## config.mk

```make
export PLATFORM = sky130hd
export DESIGN_NAME = uart_rx_fifo_ctrl_flat
export DESIGN_NICKNAME = d
export VERILOG_FILES = /design/src/rtl/uart_rx_fifo_ctrl_if.sv /design/src/rtl/uart_rx_fifo_ctrl.sv /design/src/flat_wrapper.sv
export SDC_FILE = /design/constraint.sdc
export NUM_CORES = 1
export LEC_CHECK = 0
export ABC_AREA = 1
export CORE_ASPECT_RATIO = 0.6
export CORE_MARGIN = 4
export CORE_UTILIZATION = 25
export DETAILED_ROUTE_END_ITERATION = 7
export PLACE_DENSITY = 0.52
export SETUP_SLACK_MARGIN = 0.02
export SLEW_MARGIN = 40
export SYNTH_ARGS = -nofsm -noshare
export SYNTH_HDL_FRONTEND = slang
export SYNTH_SLANG_ARGS = --single-unit
```

## constraint.sdc

```tcl
create_clock -name clk -period 5.6 [get_ports clk]
set_input_delay 1.4 -clock clk [delete_from_list [all_inputs] [get_ports clk]]
set_output_delay 1.4 -clock clk [all_outputs]
set_load 0.05 [all_outputs]
```

## src/rtl/uart_rx_fifo_ctrl_if.sv

```systemverilog
// Receiver-side and bus-side signals of the UART RX FIFO controller.
// The slave modport belongs to the controller; the master modport belongs to whoever drives it.
interface uart_rx_fifo_ctrl_if #(
    parameter int DEPTH_LOG2 = 4
);
    logic                  baud_clock;
    logic                  rx_fifo_write_n;
    logic [7:0]            rx_byte;
    logic                  rx_parity_err;
    logic                  rx_framing_err;
    logic                  rx_stop_strobe;
    logic                  rx_idle;
    logic                  rx_clear_parity;
    logic                  rx_clear_framing_error;
    logic                  rd_req;
    logic [7:0]            rd_data;
    logic                  rd_parity_err;
    logic                  rd_framing_err;
    logic                  rd_valid;
    logic [DEPTH_LOG2:0]   irq_level;
    logic                  overflow_clr;
    logic [DEPTH_LOG2:0]   fifo_count;
    logic                  rx_empty;
    logic                  rx_full;
    logic                  rx_overflow;
    logic                  rx_timeout;
    logic                  rx_irq;

    modport slave (
        input  baud_clock, rx_fifo_write_n, rx_byte, rx_parity_err, rx_framing_err,
        input  rx_stop_strobe, rx_idle, rd_req, irq_level, overflow_clr,
        output rx_clear_parity, rx_clear_framing_error, rd_data, rd_parity_err,
        output rd_framing_err, rd_valid, fifo_count, rx_empty, rx_full,
        output rx_overflow, rx_timeout, rx_irq
    );

    modport master (
        output baud_clock, rx_fifo_write_n, rx_byte, rx_parity_err, rx_framing_err,
        output rx_stop_strobe, rx_idle, rd_req, irq_level, overflow_clr,
        input  rx_clear_parity, rx_clear_framing_error, rd_data, rd_parity_err,
        input  rd_framing_err, rd_valid, fifo_count, rx_empty, rx_full,
        input  rx_overflow, rx_timeout, rx_irq
    );
endinterface

```

## src/rtl/uart_rx_fifo_ctrl.sv

```systemverilog
// Stages each received byte until its stop bit resolves the framing flag, then commits
// {framing, parity, byte} into a FIFO with pop, fill status, overflow and timeout interrupt.
module uart_rx_fifo_ctrl #(
    parameter int DEPTH_LOG2      = 4,
    parameter int TIMEOUT_TICKS   = 640,
    parameter int STOP_WAIT_TICKS = 32
) (
    input logic                clk,
    input logic                reset_n,
    uart_rx_fifo_ctrl_if.slave bus
);
    localparam int DEPTH = 1 << DEPTH_LOG2;
    localparam int SW_W  = $clog2(STOP_WAIT_TICKS + 1);
    localparam int TO_W  = $clog2(TIMEOUT_TICKS + 1);
    localparam logic [SW_W-1:0]       SW_MAX   = SW_W'(STOP_WAIT_TICKS);
    localparam logic [SW_W-1:0]       SW_ONE   = SW_W'(1);
    localparam logic [TO_W-1:0]       TO_MAX   = TO_W'(TIMEOUT_TICKS);
    localparam logic [TO_W-1:0]       TO_ONE   = TO_W'(1);
    localparam logic [DEPTH_LOG2:0]   CNT_FULL = (DEPTH_LOG2 + 1)'(DEPTH);
    localparam logic [DEPTH_LOG2:0]   CNT_ONE  = (DEPTH_LOG2 + 1)'(1);
    localparam logic [DEPTH_LOG2-1:0] PTR_ONE  = DEPTH_LOG2'(1);

    typedef enum logic [1:0] {S_IDLE, S_WAIT_STOP, S_COMMIT} state_t;

    state_t                state_q, state_d;
    logic [7:0]            stg_byte_q, stg_byte_d;
    logic                  stg_par_q, stg_par_d;
    logic                  stg_frm_q, stg_frm_d;
    logic [SW_W-1:0]       stop_cnt_q, stop_cnt_d;
    logic                  clr_pulse;

    logic [9:0]            mem [DEPTH];
    logic [DEPTH_LOG2-1:0] wr_ptr_q, rd_ptr_q;
    logic [DEPTH_LOG2:0]   count_q, count_d;
    logic [7:0]            rd_data_q;
    logic                  rd_par_q, rd_frm_q, rd_valid_q;
    logic [TO_W-1:0]       tmo_cnt_q, tmo_cnt_d;
    logic                  timeout_q, timeout_d;
    logic                  overflow_q, overflow_d;
    logic                  irq_q, irq_d;

    logic fifo_empty, fifo_full, pop, wr_en, drop;

    assign fifo_empty = (count_q == '0);
    assign fifo_full  = (count_q == CNT_FULL);
    assign pop        = bus.rd_req && !fifo_empty;
    // A full FIFO still accepts the commit when a pop frees the head slot in the same clk.
    assign wr_en      = (state_q == S_COMMIT) && (!fifo_full || pop);
    assign drop       = ((state_q == S_COMMIT) && !wr_en)
                      || (!bus.rx_fifo_write_n && (state_q != S_IDLE));

    always_comb begin
        state_d    = state_q;
        stg_byte_d = stg_byte_q;
        stg_par_d  = stg_par_q;
        stg_frm_d  = stg_frm_q;
        stop_cnt_d = stop_cnt_q;
        clr_pulse  = 1'b0;
        unique case (state_q)
            S_IDLE: begin
                if (!bus.rx_fifo_write_n) begin
                    stg_byte_d = bus.rx_byte;
                    stg_par_d  = bus.rx_parity_err;
                    stg_frm_d  = 1'b0;
                    stop_cnt_d = '0;
                    state_d    = S_WAIT_STOP;
                end
            end
            S_WAIT_STOP: begin
                if (bus.rx_framing_err) stg_frm_d = 1'b1;
                if (bus.baud_clock)     stop_cnt_d = stop_cnt_q + SW_ONE;
                if (bus.rx_stop_strobe) begin
                    state_d = S_COMMIT;
                end else if (stop_cnt_d == SW_MAX) begin
                    stg_frm_d = 1'b1;
                    state_d   = S_COMMIT;
                end
            end
            S_COMMIT: begin
                clr_pulse = 1'b1;
                state_d   = S_IDLE;
            end
            default: state_d = S_IDLE;
        endcase
    end

    always_comb begin
        count_d = count_q;
        if (wr_en && !pop)      count_d = count_q + CNT_ONE;
        else if (!wr_en && pop) count_d = count_q - CNT_ONE;

        tmo_cnt_d = tmo_cnt_q;
        if (wr_en || pop || fifo_empty)
            tmo_cnt_d = '0;
        else if (bus.baud_clock && bus.rx_idle && (state_q == S_IDLE) && (tmo_cnt_q != TO_MAX))
            tmo_cnt_d = tmo_cnt_q + TO_ONE;

        timeout_d = timeout_q;
        if (pop || fifo_empty)       timeout_d = 1'b0;
        else if (tmo_cnt_q == TO_MAX) timeout_d = 1'b1;

        overflow_d = overflow_q;
        if (drop)                  overflow_d = 1'b1;
        else if (bus.overflow_clr) overflow_d = 1'b0;

        irq_d = ((bus.irq_level != '0) && (count_d >= bus.irq_level)) || timeout_d || overflow_d;
    end

    always_ff @(posedge clk or negedge reset_n) begin
        if (!reset_n) begin
            state_q    <= S_IDLE;
            stg_byte_q <= '0;
            stg_par_q  <= 1'b0;
            stg_frm_q  <= 1'b0;
            stop_cnt_q <= '0;
            wr_ptr_q   <= '0;
            rd_ptr_q   <= '0;
            count_q    <= '0;
            rd_data_q  <= '0;
            rd_par_q   <= 1'b0;
            rd_frm_q   <= 1'b0;
            rd_valid_q <= 1'b0;
            tmo_cnt_q  <= '0;
            timeout_q  <= 1'b0;
            overflow_q <= 1'b0;
            irq_q      <= 1'b0;
        end else begin
            state_q    <= state_d;
            stg_byte_q <= stg_byte_d;
            stg_par_q  <= stg_par_d;
            stg_frm_q  <= stg_frm_d;
            stop_cnt_q <= stop_cnt_d;
            count_q    <= count_d;
            tmo_cnt_q  <= tmo_cnt_d;
            timeout_q  <= timeout_d;
            overflow_q <= overflow_d;
            irq_q      <= irq_d;
            rd_valid_q <= pop;
            if (wr_en) wr_ptr_q <= wr_ptr_q + PTR_ONE;
            if (pop) begin
                rd_ptr_q <= rd_ptr_q + PTR_ONE;
                {rd_frm_q, rd_par_q, rd_data_q} <= mem[rd_ptr_q];
            end
        end
    end

    // Storage array carries no reset so it maps onto block RAM.
    always_ff @(posedge clk) begin
        if (wr_en) mem[wr_ptr_q] <= {stg_frm_q, stg_par_q, stg_byte_q};
    end

    assign bus.rx_clear_parity        = clr_pulse;
    assign bus.rx_clear_framing_error = clr_pulse;
    assign bus.rd_data                = rd_data_q;
    assign bus.rd_parity_err          = rd_par_q;
    assign bus.rd_framing_err         = rd_frm_q;
    assign bus.rd_valid               = rd_valid_q;
    assign bus.fifo_count             = count_q;
    assign bus.rx_empty               = fifo_empty;
    assign bus.rx_full                = fifo_full;
    assign bus.rx_overflow            = overflow_q;
    assign bus.rx_timeout             = timeout_q;
    assign bus.rx_irq                 = irq_q;
endmodule

```

## src/flat_wrapper.sv

```systemverilog
// flat-port wrapper written by rule: the top's interface ports become plain ports
module uart_rx_fifo_ctrl_flat 
#(
    parameter int DEPTH_LOG2      = 4,
    parameter int TIMEOUT_TICKS   = 640,
    parameter int STOP_WAIT_TICKS = 32
)
  (clk, reset_n, bus_baud_clock, bus_rx_fifo_write_n, bus_rx_byte, bus_rx_parity_err, bus_rx_framing_err, bus_rx_stop_strobe, bus_rx_idle, bus_rd_req, bus_irq_level, bus_overflow_clr, bus_rx_clear_parity, bus_rx_clear_framing_error, bus_rd_data, bus_rd_parity_err, bus_rd_framing_err, bus_rd_valid, bus_fifo_count, bus_rx_empty, bus_rx_full, bus_rx_overflow, bus_rx_timeout, bus_rx_irq);
  uart_rx_fifo_ctrl_if #(.DEPTH_LOG2(DEPTH_LOG2)) bus_i ();
  input logic clk;
  input logic reset_n;
  input wire logic [$bits(bus_i.baud_clock)-1:0] bus_baud_clock;
  input wire logic [$bits(bus_i.rx_fifo_write_n)-1:0] bus_rx_fifo_write_n;
  input wire logic [$bits(bus_i.rx_byte)-1:0] bus_rx_byte;
  input wire logic [$bits(bus_i.rx_parity_err)-1:0] bus_rx_parity_err;
  input wire logic [$bits(bus_i.rx_framing_err)-1:0] bus_rx_framing_err;
  input wire logic [$bits(bus_i.rx_stop_strobe)-1:0] bus_rx_stop_strobe;
  input wire logic [$bits(bus_i.rx_idle)-1:0] bus_rx_idle;
  input wire logic [$bits(bus_i.rd_req)-1:0] bus_rd_req;
  input wire logic [$bits(bus_i.irq_level)-1:0] bus_irq_level;
  input wire logic [$bits(bus_i.overflow_clr)-1:0] bus_overflow_clr;
  output wire logic [$bits(bus_i.rx_clear_parity)-1:0] bus_rx_clear_parity;
  output wire logic [$bits(bus_i.rx_clear_framing_error)-1:0] bus_rx_clear_framing_error;
  output wire logic [$bits(bus_i.rd_data)-1:0] bus_rd_data;
  output wire logic [$bits(bus_i.rd_parity_err)-1:0] bus_rd_parity_err;
  output wire logic [$bits(bus_i.rd_framing_err)-1:0] bus_rd_framing_err;
  output wire logic [$bits(bus_i.rd_valid)-1:0] bus_rd_valid;
  output wire logic [$bits(bus_i.fifo_count)-1:0] bus_fifo_count;
  output wire logic [$bits(bus_i.rx_empty)-1:0] bus_rx_empty;
  output wire logic [$bits(bus_i.rx_full)-1:0] bus_rx_full;
  output wire logic [$bits(bus_i.rx_overflow)-1:0] bus_rx_overflow;
  output wire logic [$bits(bus_i.rx_timeout)-1:0] bus_rx_timeout;
  output wire logic [$bits(bus_i.rx_irq)-1:0] bus_rx_irq;
  assign bus_i.baud_clock = bus_baud_clock;
  assign bus_i.rx_fifo_write_n = bus_rx_fifo_write_n;
  assign bus_i.rx_byte = bus_rx_byte;
  assign bus_i.rx_parity_err = bus_rx_parity_err;
  assign bus_i.rx_framing_err = bus_rx_framing_err;
  assign bus_i.rx_stop_strobe = bus_rx_stop_strobe;
  assign bus_i.rx_idle = bus_rx_idle;
  assign bus_i.rd_req = bus_rd_req;
  assign bus_i.irq_level = bus_irq_level;
  assign bus_i.overflow_clr = bus_overflow_clr;
  assign bus_rx_clear_parity = bus_i.rx_clear_parity;
  assign bus_rx_clear_framing_error = bus_i.rx_clear_framing_error;
  assign bus_rd_data = bus_i.rd_data;
  assign bus_rd_parity_err = bus_i.rd_parity_err;
  assign bus_rd_framing_err = bus_i.rd_framing_err;
  assign bus_rd_valid = bus_i.rd_valid;
  assign bus_fifo_count = bus_i.fifo_count;
  assign bus_rx_empty = bus_i.rx_empty;
  assign bus_rx_full = bus_i.rx_full;
  assign bus_rx_overflow = bus_i.rx_overflow;
  assign bus_rx_timeout = bus_i.rx_timeout;
  assign bus_rx_irq = bus_i.rx_irq;
  uart_rx_fifo_ctrl #(.DEPTH_LOG2(DEPTH_LOG2), .TIMEOUT_TICKS(TIMEOUT_TICKS), .STOP_WAIT_TICKS(STOP_WAIT_TICKS)) u_core (.clk(clk), .reset_n(reset_n), .bus(bus_i));
endmodule
```

* Word-level counts from Yosys, hierarchy flattened *
Memories as Yosys holds them, arrays and structs flattened. A register that Yosys moved wholly into a read port is not among the register bits.
Index checks and enable logic that the tools add are counted.

operators by class
  $add $sub $neg = 6
  magnitude comparators = 1
  eq/ne operators = 8
  multiplexer cells = 24
  bitwise gates (word level) = 1
  reductions and logical operators = 32

operators with widths
  cell                     number
  $mux W10                 2
  $mux W6                  3
  $pmux W6 S2              1
  $mux W1                  11
  $add A10 B1 Y10 const B  1
  $eq A10 B10 Y1 const B   1
  $logic_and A1 B1 Y1      10
  $mux W5                  2
  $ne A10 B10 Y1 const B   1
  $add A4 B1 Y4 const B    2
  $logic_or A1 B1 Y1       7
  $add A6 B1 Y6 const B    1
  $eq A6 B6 Y1 const B     1
  $logic_not A1 Y1         6
  $mux W2                  3
  $reduce_and A2 Y1        3
  $reduce_bool A2 Y1       3
  $add A5 B1 Y5 const B    1
  $eq A5 B5 Y1 const B     1
  $ge A5 B5 Y1             1
  $logic_not A5 Y1         1
  $reduce_bool A5 Y1       1
  $sub A5 B1 Y5 const B    1
  $pmux W2 S2              1
  other kinds (7)          7

word-level totals
  flip-flop bits (word level) = 45
  memory bits (writable) = 160
  bits of input ports = 23
  output and inout bits = 23
  word-level logic and storage cells = 86
  memories kept = 1

memory list
  memory      depth  bits a word  rd ports  clocked after memory_dff  write ports  line                     RTL
  u_core.mem  16     10           1         1                         1            uart_rx_fifo_ctrl.sv:32  logic [9:0] mem [DEPTH];

* Logic depth before layout (Yosys ltp) *
  depth after elaboration = 13
  mapped depth = 17
  mapped depth without buffers = 17

* Least setup slack after synthesis *
No wires, ideal clock.

  path kind = flip-flop to output port
  start point = register u_core.count_q[0], in the netlist u_core.bus.fifo_count[0]
  end point = output port bus_rx_empty
  arrival = 1.458 ns
  required time = 4.200 ns
  setup slack = 2.742 ns
  stages on the path, launching flop included = 5
  buffers on the path = 0
  cells stage by stage = dfrtp_1 > inv_1 > ha_1 > nand3_1 > inv_1

between the ends
  cells in the longest elaborated chain, start to end = 1

ends and longest elaborated chain
  item                    line                      RTL
  start, declared         uart_rx_fifo_ctrl.sv:34   logic [DEPTH_LOG2:0] count_q, count_d;
  start signal, assigned  uart_rx_fifo_ctrl.sv:133  count_q <= count_d;
  $logic_not A5 Y1        uart_rx_fifo_ctrl.sv:44   assign fifo_empty = (count_q == '0);
  end, declared           flat_wrapper.sv:29        output wire logic [$bits(bus_i.rx_empty)-1:0] bus_rx_empty;

Every way passes these cells.

* Worst setup path in the final report *
Same ends and word-level chain as after synthesis.

==> results.cfg <==
[floorplanning]
rows = 55
die_h_um = 160
core-area_um2 = 37800
die_area_um2 = 41800
die_x_um = 261
io-pin-count = 46
start_util_pct = 25.4

[grt]
grt_overflow = 0
grt_pass1_vias = 6429
grt_usage_pct = 11.7
antenna_found_initial = 1
grt_pass1_wl_um = 38100
grt_max_degree = 56

[route]
post_drt_wl_per_cell_um = 16.0
dr_total_vias = 6744
ant_nets = 0
drt_iter0_markers = 631
via_per_inst = 4.40
drc = 0
routed_wl_um = 24500
drt_pass1_iterations = 5

[power]
powerDensity_nw_per_um2 = 539
p_comb_share_pct = 32.4
peakVddDrop_v = 0.000192
p_sw_share_pct = 40.2
internal_power_w = 0.00366
power.total_w = 0.00612
p_clk_share_pct = 25.5
leakage_nw = 4.65
switchingPower_w = 0.00246
seq_power_share_pct = 42.0

[job]
cap_viol_max_count = 0

[cells_and_area]
drive_gt1_share_pct = 7.45
syn2layout_area_growth_pct = 17.9
n_antenna_cell = 0
nNetsFinal = 1044
stdcell_area_um2 = 11400
nFillCells = 3942

[timing]
skew_ns = 0.00899
whs_ns = 0.495
period_needed_ns = 3.83
worst_pin_slew_ns = 0.827
min_period_over_period_pct = 68.4
slew_viol_final = 0
setup_tns_ns = 0
hold_viol = 0
slew_headroom_pct = 44.9
rsz0062_at_grt = false
setup_violations = 0
max_clock_freq_ghz = 0.261

[clocking]
cts_hold_buf = 0
clk_latency_ns = 0.50
cts_setup_buffers = 0
cts_tree = yes
cts_resized = 0
cts_max_path_buffers = 3
ctsHtreeMaxLevel = 1
cts.clk_slew.worst_paths_ns = 0.07
cts_buffers = 20
cts_sinks = 215
cts_root_buf = clkbuf_16

[worst_hold_path]
min_path_type = reg2reg

[yosys]
yosysUniqueCellTypes = 32
ys_seq_elements = 215
netlist_area_um2 = 9630
ys_warn_count = 0
synth_area_per_cell_um2 = 9.87
syn_inst = 976
ys_seq_area_share_pct = 64.2
synth_nets = 1014

[worst_setup_path]
cp.required_ns = 4.20
cp.arrival_ns = 2.43
cp_max_fo = 7
worst_setup_path_start_kind = register
path_class = reg2out
end_kind = output port

[run_status]
status = complete, no violations

[placement]
gp_congestion = 0.845
io_buffers = 45
dp_hpwl_um = 16000
dpl-instance-area_um2 = 10600
[flip-flops by register name, indices dropped and copies added, names as in the netlist]
name / count
u_core.bus.fifo_count: 5
u_core.bus.rd_data: 8
u_core.bus.rd_framing_err: 1
u_core.bus.rd_parity_err: 1
u_core.bus.rd_valid: 1
u_core.bus.rx_irq: 1
u_core.bus.rx_overflow: 1
u_core.bus.rx_timeout: 1
u_core.mem: 160
u_core.rd_ptr_q: 4
u_core.state_q: 2
u_core.stg_byte_q: 8
u_core.stg_frm_q: 1
u_core.stg_par_q: 1
u_core.stop_cnt_q: 6
u_core.tmo_cnt_q: 10
u_core.wr_ptr_q: 4
[power by group through the flow]
stage          Clock, W  Combinational [W]  Sequential (W)
2_1_floorplan         0            0.00125         0.00251
3_3_place_gp          0            0.00196         0.00261
3_5_place_dp          0            0.00196         0.00261
4_1_cts         0.00159            0.00197         0.00258
5_1_grt         0.00167            0.00221         0.00262
6_report        0.00156            0.00199         0.00257
[synth_stat cells (all sizes together)]
master	instances	area, um2
buf	25	133
nand3	113	566
nand2	362	1370
a31oi	1	6.26
mux2	9	101
inv	86	328
nand3b	3	22.5
dfrtp	55	1380
o21bai	1	7.51
clkbuf	16	60.1
a21oi	4	20.0
xnor2	1	8.76
ha	15	188
edfxtp	160	4800
clkinv	2	7.51
o22ai	4	25.0
nor2	66	274
nand4	6	37.5
o21ai	26	130
nor3	6	30.0
xor2	15	131
[cell usage in the layout (no fill, tap or decap), types with 6 or more instances in the layout]
cell type        instances
nand4_1                  6
nor2_1                  47
xor2_1                  15
nand2_1                358
mux2_2                   9
o21ai_0                 26
edfxtp_1               160
nor2_2                  17
nor3_1                   6
ha_1                    15
bufinv_16                6
inv_1                   82
dfrtp_1                 49
clkbuf_16               21
clkdlybuf4s50_1         44
nand3_1                113
[worst max-delay path, stage by stage (launching register included)]
cell	delay (ns)
dfrtp_1	0.48
inv_1	0.13
ha_1	0.26
nand3_1	0.18
inv_1	0.09
clkdlybuf4s50_1	0.79
[area by class of cell]
class                           count  area (um2)  share of cell area (%)
Clock inverter                     11         201                    1.77
Clock buffer                       25         541                    4.76
Tap cell                          513         642                    5.65
Multi-Input combinational cell    632        2960                    26.1
Inverter                           88         335                    2.95
Sequential cell                   215        6190                    54.5
Timing Repair Buffer               49         479                    4.22
[per-layer routing]
metal	up-vias	global-route usage [%]	wire length, um	part of all wire, %
li1	3252	-	-	-
met2	172	15.6	9630	39
met3	18	2.87	1740	7.1
met5	-	0	0	0
met4	0	1.33	184	0.75
met1	3302	19.3	12900	53
[through the flow]
stage	instances	utilization, %	worst slack (ns)
floorplan	976	-	2.74
global placement	1497	27.9	1.59
detailed placement	1497	27.9	1.58
CTS	1533	29.9	1.75
global route	1533	30.0	1.65
finish	1533	30.0	1.77
[kinds of logic (layout without fill, tap and decap cells)]
| kind of cell | Yosys count | in the layout | share of synthesized area, % |
|---|---|---|---|
| xor gates and xnor gates | 16 | 16 | 1.46 |
| buffers and inverters | 129 | 173 | 5.48 |
| muxes | 9 | 9 | 1.05 |
| DFF | 215 | 215 | 64.2 |
| adders and majority gates | 15 | 15 | 1.95 |
| AOI/OAI and AO/OA | 36 | 36 | 1.96 |
| and+or+nand+nor | 556 | 556 | 23.9 |
[worst paths after layout]
check	from	slack, ns	cells after the start	end
worst min-delay path	u_core.bus.rd_parity_err$_DFFE_PN0P_	0.50	2	u_core.bus.rd_parity_err$_DFFE_PN0P_
worst max register to register	u_core.bus.fifo_count[0]$_DFF_PN0_	2.41	15	u_core.bus.rx_irq$_DFF_PN0_
min in group asynchronous	reset_n	0.96	2	u_core.rd_ptr_q[0]$_DFFE_PN0P_
max in group asynchronous	reset_n	4.19	2	u_core.stg_byte_q[6]$_DFFE_PN0P_
worst min register to register	u_core.bus.rd_parity_err$_DFFE_PN0P_	0.50	2	u_core.bus.rd_parity_err$_DFFE_PN0P_
worst max-delay path	u_core.bus.fifo_count[0]$_DFF_PN0_	1.77	5	bus_rx_empty
Power figures use the tool's default switching activity.
